[src/rtl/mmio_bus_bridge.sv]
// Purpose: routes CPU byte accesses to block RAM or the MMIO registers (UART TX FIFO, UART RX, cycle counter, stop flag).
// Latency: reads return on cpu_din one cycle after the request; writes take effect at the next clock edge.
// Backpressure: io_buffer_full warns the CPU one slot early; a TX push into a full FIFO with no pop is dropped and flagged.
//
// Ports:
//   clk_in, rst_in          clock, synchronous active-high reset
//   rdy_in                  CPU access qualifier
//   cpu_a/cpu_dout/cpu_wr   CPU request (byte address, write data, write strobe)
//   cpu_din                 read data, valid one cycle after the request, held until the next read completes
//   io_buffer_full          TX FIFO has at most one free slot
//   ram_en/ram_wr/ram_a/ram_din/ram_dout   128 KB block RAM port (read data one cycle after ram_en)
//   tx_data/tx_valid/tx_ready              UART TX handshake from the FIFO head
//   rx_data/rx_valid/rx_pop                UART RX byte and consume pulse
//   program_finished, tx_overflow          sticky status flags
module mmio_bus_bridge #(
  parameter int TX_FIFO_WIDTH = 3
) (
  input  logic        clk_in,
  input  logic        rst_in,
  input  logic        rdy_in,
  input  logic [31:0] cpu_a,
  input  logic [7:0]  cpu_dout,
  input  logic        cpu_wr,
  output logic [7:0]  cpu_din,
  output logic        io_buffer_full,
  output logic        ram_en,
  output logic        ram_wr,
  output logic [16:0] ram_a,
  output logic [7:0]  ram_din,
  input  logic [7:0]  ram_dout,
  output logic [7:0]  tx_data,
  output logic        tx_valid,
  input  logic        tx_ready,
  input  logic [7:0]  rx_data,
  input  logic        rx_valid,
  output logic        rx_pop,
  output logic        program_finished,
  output logic        tx_overflow
);

  localparam int DEPTH = 1 << TX_FIFO_WIDTH;
  localparam logic [TX_FIFO_WIDTH:0] DEPTH_CNT = {1'b1, {TX_FIFO_WIDTH{1'b0}}};
  localparam logic [TX_FIFO_WIDTH:0] FULL_MARK = {1'b0, {TX_FIFO_WIDTH{1'b1}}};

  // Where the byte for a read issued last cycle comes from; NONE keeps cpu_din held.
  typedef enum logic [1:0] {SRC_NONE, SRC_RAM, SRC_IO, SRC_ZERO} src_t;

  src_t        src_q, src_nxt;
  logic        sel_ram, sel_io, rd_acc, wr_acc;
  logic [2:0]  io_off;
  logic        snap_en, stop_wr, push_req, push_ok, tx_pop;
  logic [7:0]  push_dat, io_val, io_q, hold_q;
  logic [31:0] cycle_cnt, cnt_snap;

  logic [7:0]               fifo_mem [DEPTH];
  logic [TX_FIFO_WIDTH-1:0] wr_ptr, rd_ptr;
  logic [TX_FIFO_WIDTH:0]   fifo_cnt;

  // Only a 256 KB window is decoded; upper address bits alias.
  logic unused_addr_bits;
  assign unused_addr_bits = ^cpu_a[31:18];

  // Address decode and access qualification
  assign sel_ram = ~cpu_a[17];
  assign sel_io  = cpu_a[17] & cpu_a[16];
  assign io_off  = cpu_a[2:0];
  assign rd_acc  = rdy_in & ~cpu_wr;
  assign wr_acc  = rdy_in & cpu_wr;

  assign ram_en  = rdy_in & sel_ram;
  assign ram_wr  = ram_en & cpu_wr;
  assign ram_a   = cpu_a[16:0];
  assign ram_din = cpu_dout;

  assign rx_pop   = rd_acc & sel_io & (io_off == 3'd0) & rx_valid;
  assign snap_en  = rd_acc & sel_io & (io_off == 3'd4);
  assign stop_wr  = wr_acc & sel_io & (io_off == 3'd4);
  // A zero byte on the data port is a no-op; the stop write enqueues a zero as an end marker.
  assign push_req = stop_wr | (wr_acc & sel_io & (io_off == 3'd0) & (cpu_dout != 8'h00));
  assign push_dat = stop_wr ? 8'h00 : cpu_dout;

  always_comb begin
    io_val = 8'h00;
    case (io_off)
      3'd0:    io_val = rx_valid ? rx_data : 8'h00;
      3'd4:    io_val = cycle_cnt[7:0];
      3'd5:    io_val = cnt_snap[15:8];
      3'd6:    io_val = cnt_snap[23:16];
      3'd7:    io_val = cnt_snap[31:24];
      default: io_val = 8'h00;
    endcase
  end

  always_comb begin
    src_nxt = SRC_NONE;
    if (rd_acc) begin
      if (sel_ram)     src_nxt = SRC_RAM;
      else if (sel_io) src_nxt = SRC_IO;
      else             src_nxt = SRC_ZERO;
    end
  end

  // RAM data arrives registered by the RAM itself, so the return mux can use it
  // directly in the cycle after the request; hold_q keeps the last byte afterwards.
  always_comb begin
    case (src_q)
      SRC_RAM:  cpu_din = ram_dout;
      SRC_IO:   cpu_din = io_q;
      SRC_ZERO: cpu_din = 8'h00;
      default:  cpu_din = hold_q;
    endcase
  end

  always_ff @(posedge clk_in) begin
    if (rst_in) begin
      src_q            <= SRC_NONE;
      io_q             <= 8'h00;
      hold_q           <= 8'h00;
      cycle_cnt        <= 32'd0;
      cnt_snap         <= 32'd0;
      program_finished <= 1'b0;
    end else begin
      src_q     <= src_nxt;
      io_q      <= io_val;
      hold_q    <= cpu_din;
      cycle_cnt <= cycle_cnt + 32'd1;
      if (snap_en) cnt_snap <= cycle_cnt;
      if (stop_wr) program_finished <= 1'b1;
    end
  end

  // TX FIFO: a push into a full FIFO still fits when the head leaves in the same cycle.
  assign tx_valid       = (fifo_cnt != '0);
  assign tx_data        = tx_valid ? fifo_mem[rd_ptr] : 8'h00;
  assign tx_pop         = tx_valid & tx_ready;
  assign push_ok        = push_req & ((fifo_cnt < DEPTH_CNT) | tx_pop);
  assign io_buffer_full = (fifo_cnt >= FULL_MARK);

  always_ff @(posedge clk_in) begin
    if (rst_in) begin
      wr_ptr      <= '0;
      rd_ptr      <= '0;
      fifo_cnt    <= '0;
      tx_overflow <= 1'b0;
    end else begin
      if (push_ok) wr_ptr <= wr_ptr + 1'b1;
      if (tx_pop)  rd_ptr <= rd_ptr + 1'b1;
      case ({push_ok, tx_pop})
        2'b10:   fifo_cnt <= fifo_cnt + 1'b1;
        2'b01:   fifo_cnt <= fifo_cnt - 1'b1;
        default: fifo_cnt <= fifo_cnt;
      endcase
      if (push_req && !push_ok) tx_overflow <= 1'b1;
    end
  end

  // Storage needs no reset: tx_data is masked while the FIFO is empty.
  always_ff @(posedge clk_in) begin
    if (push_ok) fifo_mem[wr_ptr] <= push_dat;
  end

endmodule

[config.mk]
export PLATFORM = sky130hd
export DESIGN_NAME = mmio_bus_bridge
export DESIGN_NICKNAME = d
export VERILOG_FILES = /design/src/rtl/mmio_bus_bridge.sv
export SDC_FILE = /design/constraint.sdc
export NUM_CORES = 1
export LEC_CHECK = 0
export ABC_AREA = 1
export ABC_CLOCK_PERIOD_IN_PS = 2660
export CAP_MARGIN = 20
export CORE_MARGIN = 3
export CORE_UTILIZATION = 54
export DETAILED_ROUTE_END_ITERATION = 10
export HOLD_SLACK_MARGIN = 0.02
export PLACE_DENSITY_LB_ADDON = 0.08
export SYNTH_ARGS = -nofsm -noshare
export SYNTH_HDL_FRONTEND = slang
export SYNTH_SLANG_ARGS = --single-unit
[constraint.sdc]
create_clock -name clk_in -period 2.66 [get_ports clk_in]
set_input_delay 0.532 -clock clk_in [delete_from_list [all_inputs] [get_ports clk_in]]
set_output_delay 0.532 -clock clk_in [all_outputs]
set_load 0.005 [all_outputs]
# After elaboration in Yosys (flattened, before gate mapping)
# Memory sizes are Yosys's and may differ from the RTL's. A register that Yosys moved wholly into a read port is not among the register bits.
# Index checks and enable logic that the tools add are counted.
# op_classes
n_mux	12
order_cmp	2
addsub	5
reduce_logical	8
n_eq_ne	9
bitwise_logic	20
# ops
op	n
one-hot mux 8 bit (5 select lines)	1
adder 32 x 1 -> 32 bit (second input constant)	1
2-to-1 mux 8 bit	3
one-hot mux 8 bit (3 select lines)	1
bitwise AND 1 bit	15
== test 3 bit (second input constant)	4
one-hot mux 4 bit (2 select lines)	1
nonzero test 8 bit	1
adder 3 x 1 -> 3 bit (second input constant)	2
== test 2 bit (second input constant)	3
2-to-1 mux 3 bit	2
adder 4 x 1 -> 4 bit (second input constant)	1
== test 2 x 1 -> 1 bit (second input constant)	2
>= comparator 4 x 3 -> 1 bit (second input constant)	1
< comparator 4 bit (second input constant)	1
2-to-1 mux 1 bit	4
nonzero test 4 bit	1
subtractor 4 x 1 -> 4 bit (second input constant)	1
zero test 3 bit	1
inverter 1 bit	3
OR reduction 3 bit	1
OR 1 bit	2
nonzero test 2 bit	1
OR reduction 2 bit	1
2 further kinds	2
# totals
wordCells	68
ram_bits	64
in_bits	62
mem_count	1
reg_bits	94
# mem_list
memory	words	word_bits	read_ports	rd_ports_with_merged_regs	write_ports	line	text
fifo_mem	8	8	1	1	1	55	logic [7:0] fifo_mem [DEPTH];

# Longest topological paths before layout
# depth
ltp_word	8
mapped_depth	16
depth_no_buf	16

# Worst setup path before layout
# Ideal clock, no wire load.
# synth_timing
path_type	input to register
from	input port cpu_a[0]
to	register fifo_cnt[2]
required_time_ns	2.545
t_arrival_ns	2.111
cell_stages	16
slack_ns	0.433
path_cell_list	buf_6 nor2_4 nand2_4 inv_2 nand3_2 nand2_4 nand2_4 ha_1 nand2_1 inv_1 nor2_1 ha_1 a21oi_1 xnor2_1 o21ai_0 inv_1
# synth_between
elab_chain_cells	7
elab_cells_between_ends	11
# synth_lines
element	line	text
start: declaration	21	input logic [31:0] cpu_a,
zero test 3 bit	79	assign push_req = stop_wr | (wr_acc & sel_io & (io_off == 3'd0) & (cpu_dout != 8'h00));
bitwise AND 1 bit (2 in a row)	79	
OR 1 bit (*)	79	
bitwise AND 1 bit (*)	136	assign push_ok = push_req & ((fifo_cnt < DEPTH_CNT) | tx_pop);
== test 2 x 1 -> 1 bit or == test 2 bit (tied branches)	148	case ({push_ok, tx_pop})
one-hot mux 4 bit (2 select lines) or nonzero test 2 bit (tied branches)	n/a	
end signal: assignment	149	2'b10: fifo_cnt <= fifo_cnt + 1'b1;
end signal: assignment	150	2'b01: fifo_cnt <= fifo_cnt - 1'b1;
end signal: assignment	151	default: fifo_cnt <= fifo_cnt;
end: declaration	57	logic [TX_FIFO_WIDTH:0] fifo_cnt;
# Mark *: on every way between the ends. The rest lies on a longest branch, timed or not.
# A chain may end at the register's enable or synchronous reset.

==> results.md <==
- The run finished with clean final reports.
- The path category of the worst min-delay check is flip-flop to flip-flop.
- The final layout contains routed wiring with a total length of about 16000 um.
- The clock insertion delay at the later pin of the skew report is approximately 0.42 ns.
- The number of unique standard cell types used by synthesis is 35.
- The detailed-placement wirelength estimate is between 10000 and 15000 um.
- The overall die height is 119.8 um.
- The slack of the worst reg-to-reg path is around 0.40 ns.
- The number of buffers inserted during clock tree synthesis is 17.
- For this run, the slowest stage of the critical path takes about 0.52 ns.
- The fraction of the mapped netlist area in adder cells is ~1.1%.
- Registers are responsible for between 30% and 40% of the overall power.
- The final hold violation count is 0.
- Counting stages on the worst path, the most repeated cell is nor2_1.
- Along the worst hold path, the cell count comes to 2.
- The basic-gate share of the synthesized area counting and, or, nand and nor cells is 20.96%.
- The top cell family by delay on the critical path is buffers and inverters.
- Summing the areas of all xor and xnor instances in the mapped netlist gives less than 1% of the synthesized area.
- The number of slew-limit violations in the final report is 0.
- The clock period could shrink to roughly 2.5 ns.
- The floorplan has 40 rows.
- The area overhead of the layout relative to synthesis is 22.61%.
- In the global route stage, overall resource usage came out at about a quarter.
- The overall power of the completed layout is between 6 and 7 mW.
- The highest achievable clock rate is between 0.3 and 0.4 GHz.
- The initial core utilization is 56.78%.
- The clock sink total is between 150 and 200.
- The number of antenna violations at the first check in global routing came to 0.
- In this run switching power makes up 26.26% of total power.
- The launch instance of the worst register-to-register path is fifo_cnt[2].
- The worst setup path is captured at a primary output.
- The number of buffers and inverters on the critical path is 3.
- The via count of the first global-routing pass is between 5000 and 6000.
- The number of vias per cell after detailed routing is 5.270.
- Setup repair after global routing left no endpoint under its margin.
- Summing the areas of all compound-gate instances in the mapped netlist gives 13.28% of the synthesized area.
- Data on the critical path arrives at its endpoint at 2.02 ns.
- The repair_antennas step left the layout with diodes totalling 0.
- The clock share of power is between 30% and 40%.
- The net count of the mapped netlist is between 900 and 1000.
- The worst setup path is of the flip-flop to primary output kind.
- CTS built an H-tree with a depth of 4.
- The largest family of logic cells by synthesized area is simple AND/OR/NAND/NOR gates.
- The worst setup path is launched from a flip-flop.
- The worst slew slack as a fraction of its limit is between 60% and 70%.
- Cells fill between 60 and 70% of the core in the end.
- In this run the clock root is driven by a clkbuf_16.
- The startpoint of the tightest hold check path is tx_overflow.
- The endpoint identified for the worst register-to-register timing path is fifo_cnt[2].
- The share of the clock period used by the worst path after layout is 95.80%.
- For the final database, setup skew stands at around 0.007 ns.
- In this run the remaining antenna-violating nets after routing total 0.
- The share of cells above drive strength 1 is between 9 and 10%.
- Entering global routing, the biggest net connects 45 pins.
- Averaged over all synthesized cells, the footprint is approximately 8.3 um2.
- The wire length of the first global-routing pass is between 20000 and 30000 um.
- The tightest hold path in the finished design has a slack of ~0.46 ns.
- Counting flops and latches in the post-synthesis netlist gives between 150 and 200.
- The highest fanout seen on the critical path is 9.
- The die covers around 14000 um2.
- Routability-driven placement finished with a final weighted congestion of just under 0.9.
- The share of cell area taken by muxes after synthesis is about 1.1%.
- In this run the standard cell core region covers ~12000 um2.
- The maximum buffer depth of the clock tree is 2.
- The data required time of the critical path is 2.13 ns.
- The worst-case hold path end point is tx_overflow.
- The count of synthesis-stage warnings from yosys is 0.
- The internal power consumption is 4.832 mW.
- The DRC marker count from the first detailed-route iteration is between 400 and 500.
- The max-capacitance violation count is 0.
- IR analysis of the VDD net gives a maximum drop of 0.4219 mV.
- In the final routed layout, each cell accounts on average for roughly 15 um.
- The total overflow left after global routing is 0.
- The design area is ~8600 um2.
- The final net count is about 990.
- The die outline width is about 120 um.
- TritonCTS built the clock tree.
- Traced cell by cell, the critical path runs through buf_6, buf_12, o21ai_0, o22ai_1, nor2_1, nor2_1, clkdlybuf4s50_1.
- For this run, design rule violations remaining after detail routing come to 0.
- Synthesis produced roughly 840 cells.
- The slew at the pin with the worst max-slew slack is approximately 0.6 ns.
- Summing all placed instances gives a cell area of 7841 um2.
- Of the synthesized area, sequential elements account for between 50% and 60%.
- The first TritonRoute pass finished after 5 iterations.
- For this design, the CTS-stage hold fixing added 0 buffers.
- For this design the static power due to leakage is approximately 3.2 nW.
- The slowest library cell on the worst path is clkdlybuf4s50_1.
- After clock tree synthesis, the clock-pin slew on the worst setup and hold paths is about 0.06 ns.
- The switching power summed over all nets is ~1.7 mW.
- 110 I/O pins were placed.
- Combinational logic burns between 20% and 30% of the power.
- The worst reg2reg path depth is 14.
- Input and output buffers added on the ports amount to between 60 and 70.
- After synthesis the cells add up to between 6000 and 7000 um2.
- The routed layout has roughly 5800 vias.
- The power density over the cells is 764.5 nW/um2.
- The final number of setup-violating endpoints is 0.
[layout make-up]
type / instances / area, um2
fillers: 993 / 3741
flip-flops and latches: 153 / 3705
multi-input cells: 541 / 2615
repair buffers: 104 / 1031
clock buffers: 19 / 432.9
inverters: 100 / 375.4
well taps: 168 / 210.2
clock inverters: 13 / 201.4
[tightest hold or removal path, stage by stage (launching register included)]
cell,delay [ns]
dfxtp_1,0.31
inv_1,0.05
a21oi_1,0.05
[worst max-delay path by stage]
stage | startpoint | endpoint | slack [ns] | cells after the start
after floorplan | cpu_a[0] | fifo_cnt[2] | 0.43 | 16
after global placement | cpu_a[1] | fifo_cnt[2] | -0.03 | 16
after detailed placement | cpu_a[1] | fifo_cnt[2] | -0.11 | 15
after CTS | flip-flop | tx_data[3] | 0.003 | 8
after global routing | flip-flop | tx_data[1] | 0.02 | 7
final | flip-flop | tx_data[1] | 0.11 | 7
[registers in the layout, indices dropped and copies added, names as in the netlist, 3 cells and up, named ones only]
register   count
fifo_mem      64
rd_ptr         3
wr_ptr         3
fifo_cnt       4
cycle_cnt     32
io_q           8
hold_q         8
cnt_snap      24
[per-stage QoR]
step           worst slack [ns]  instances  setup TNS, ns
4_1_cts                0.002689       1098              0
2_1_floorplan            0.4334        843              0
3_3_place_gp           -0.02954       1064       -0.02954
6_report                 0.1116       1098              0
5_1_grt                 0.01516       1098              0
3_5_place_dp            -0.1117       1064        -0.2473
[cells by family (layout without fill, tap and decap cells)]
group,Yosys count,after routing
and+or+nand+nor,342,342
AOI/OAI and AO/OA,179,179
DFF,153,153
buffers and inverters,149,236
muxes,8,8
adders and majority gates,6,6
xor gates and xnor gates,6,6
[cell usage after synthesis]
cell	instances	area share [%]
nand2_1	141	7.6
nor2_1	131	7.0
inv_1	97	5.2
dfxtp_1	89	25
o21ai_0	72	5.2
a21oi_1	69	4.9
edfxtp_1	64	27
nand3_1	36	2.6
buf_4	27	2.9
o21ai_1	17	1.2
o22ai_1	17	1.5
clkbuf_1	10	0.54
nor3_1	10	0.72
buf_2	8	0.57
mux2i_1	8	1.1
ha_1	6	1.1
xor2_1	5	0.63
nand3_2	4	0.57
nand3b_1	4	0.43
nor2_2	4	0.36
nand2_4	3	0.48
buf_1	2	0.11
buf_6	2	0.32
inv_2	2	0.11
nand2_2	2	0.18
nand4_1	2	0.18
nor2_4	2	0.32
o21a_1	2	0.21
a41oi_1	1	0.13
and3_1	1	0.090
clkinv_1	1	0.054
nand4_4	1	0.30
nor3_2	1	0.14
o31ai_1	1	0.11
xnor2_1	1	0.13
[timing repair]
action | CTS | global route
gates resized for setup | 9 | 16
hold endpoints to repair | 0 | 0
endpoints found under the setup margin | 3 | 13
setup buffers | 2 | 0
pin swaps | 1 | 6
[metal layers]
metal  GRT usage [%]  vias up  share of wire, %
met5               0        -                 0
met4           8.590        0               2.3
met3           5.184       29               3.6
met2           42.80      142                53
met1           26.60     2703                41
li1                -     2912                 -
[power by group through the flow]
stage          Clock (mW)  Sequential, mW  Combinational (mW)
3_3_place_gp            0            2.61                1.26
6_report             2.56            2.57                1.42
5_1_grt              2.69            2.58                1.57
2_1_floorplan           0            2.60               0.800
4_1_cts              2.59            2.57                1.42
3_5_place_dp            0            2.61                1.31
[cells in the final DEF (no fill, tap or decap), types with 5 or more instances in the layout]
cell type	instances
mux2i_1	8
bufinv_16	5
edfxtp_1	64
o22ai_1	17
clkdlybuf4s50_1	64
inv_1	97
ha_1	6
o21ai_0	65
nand3_1	36
nor2_2	8
a21oi_1	69
clkbuf_16	17
o21ai_1	23
nor2_1	127
nand2_1	141
buf_4	28
dlymetal6s2s_1	5
xor2_1	5
dfxtp_1	88
nor3_1	10
Note: power is estimated with default switching activity, not from simulation.
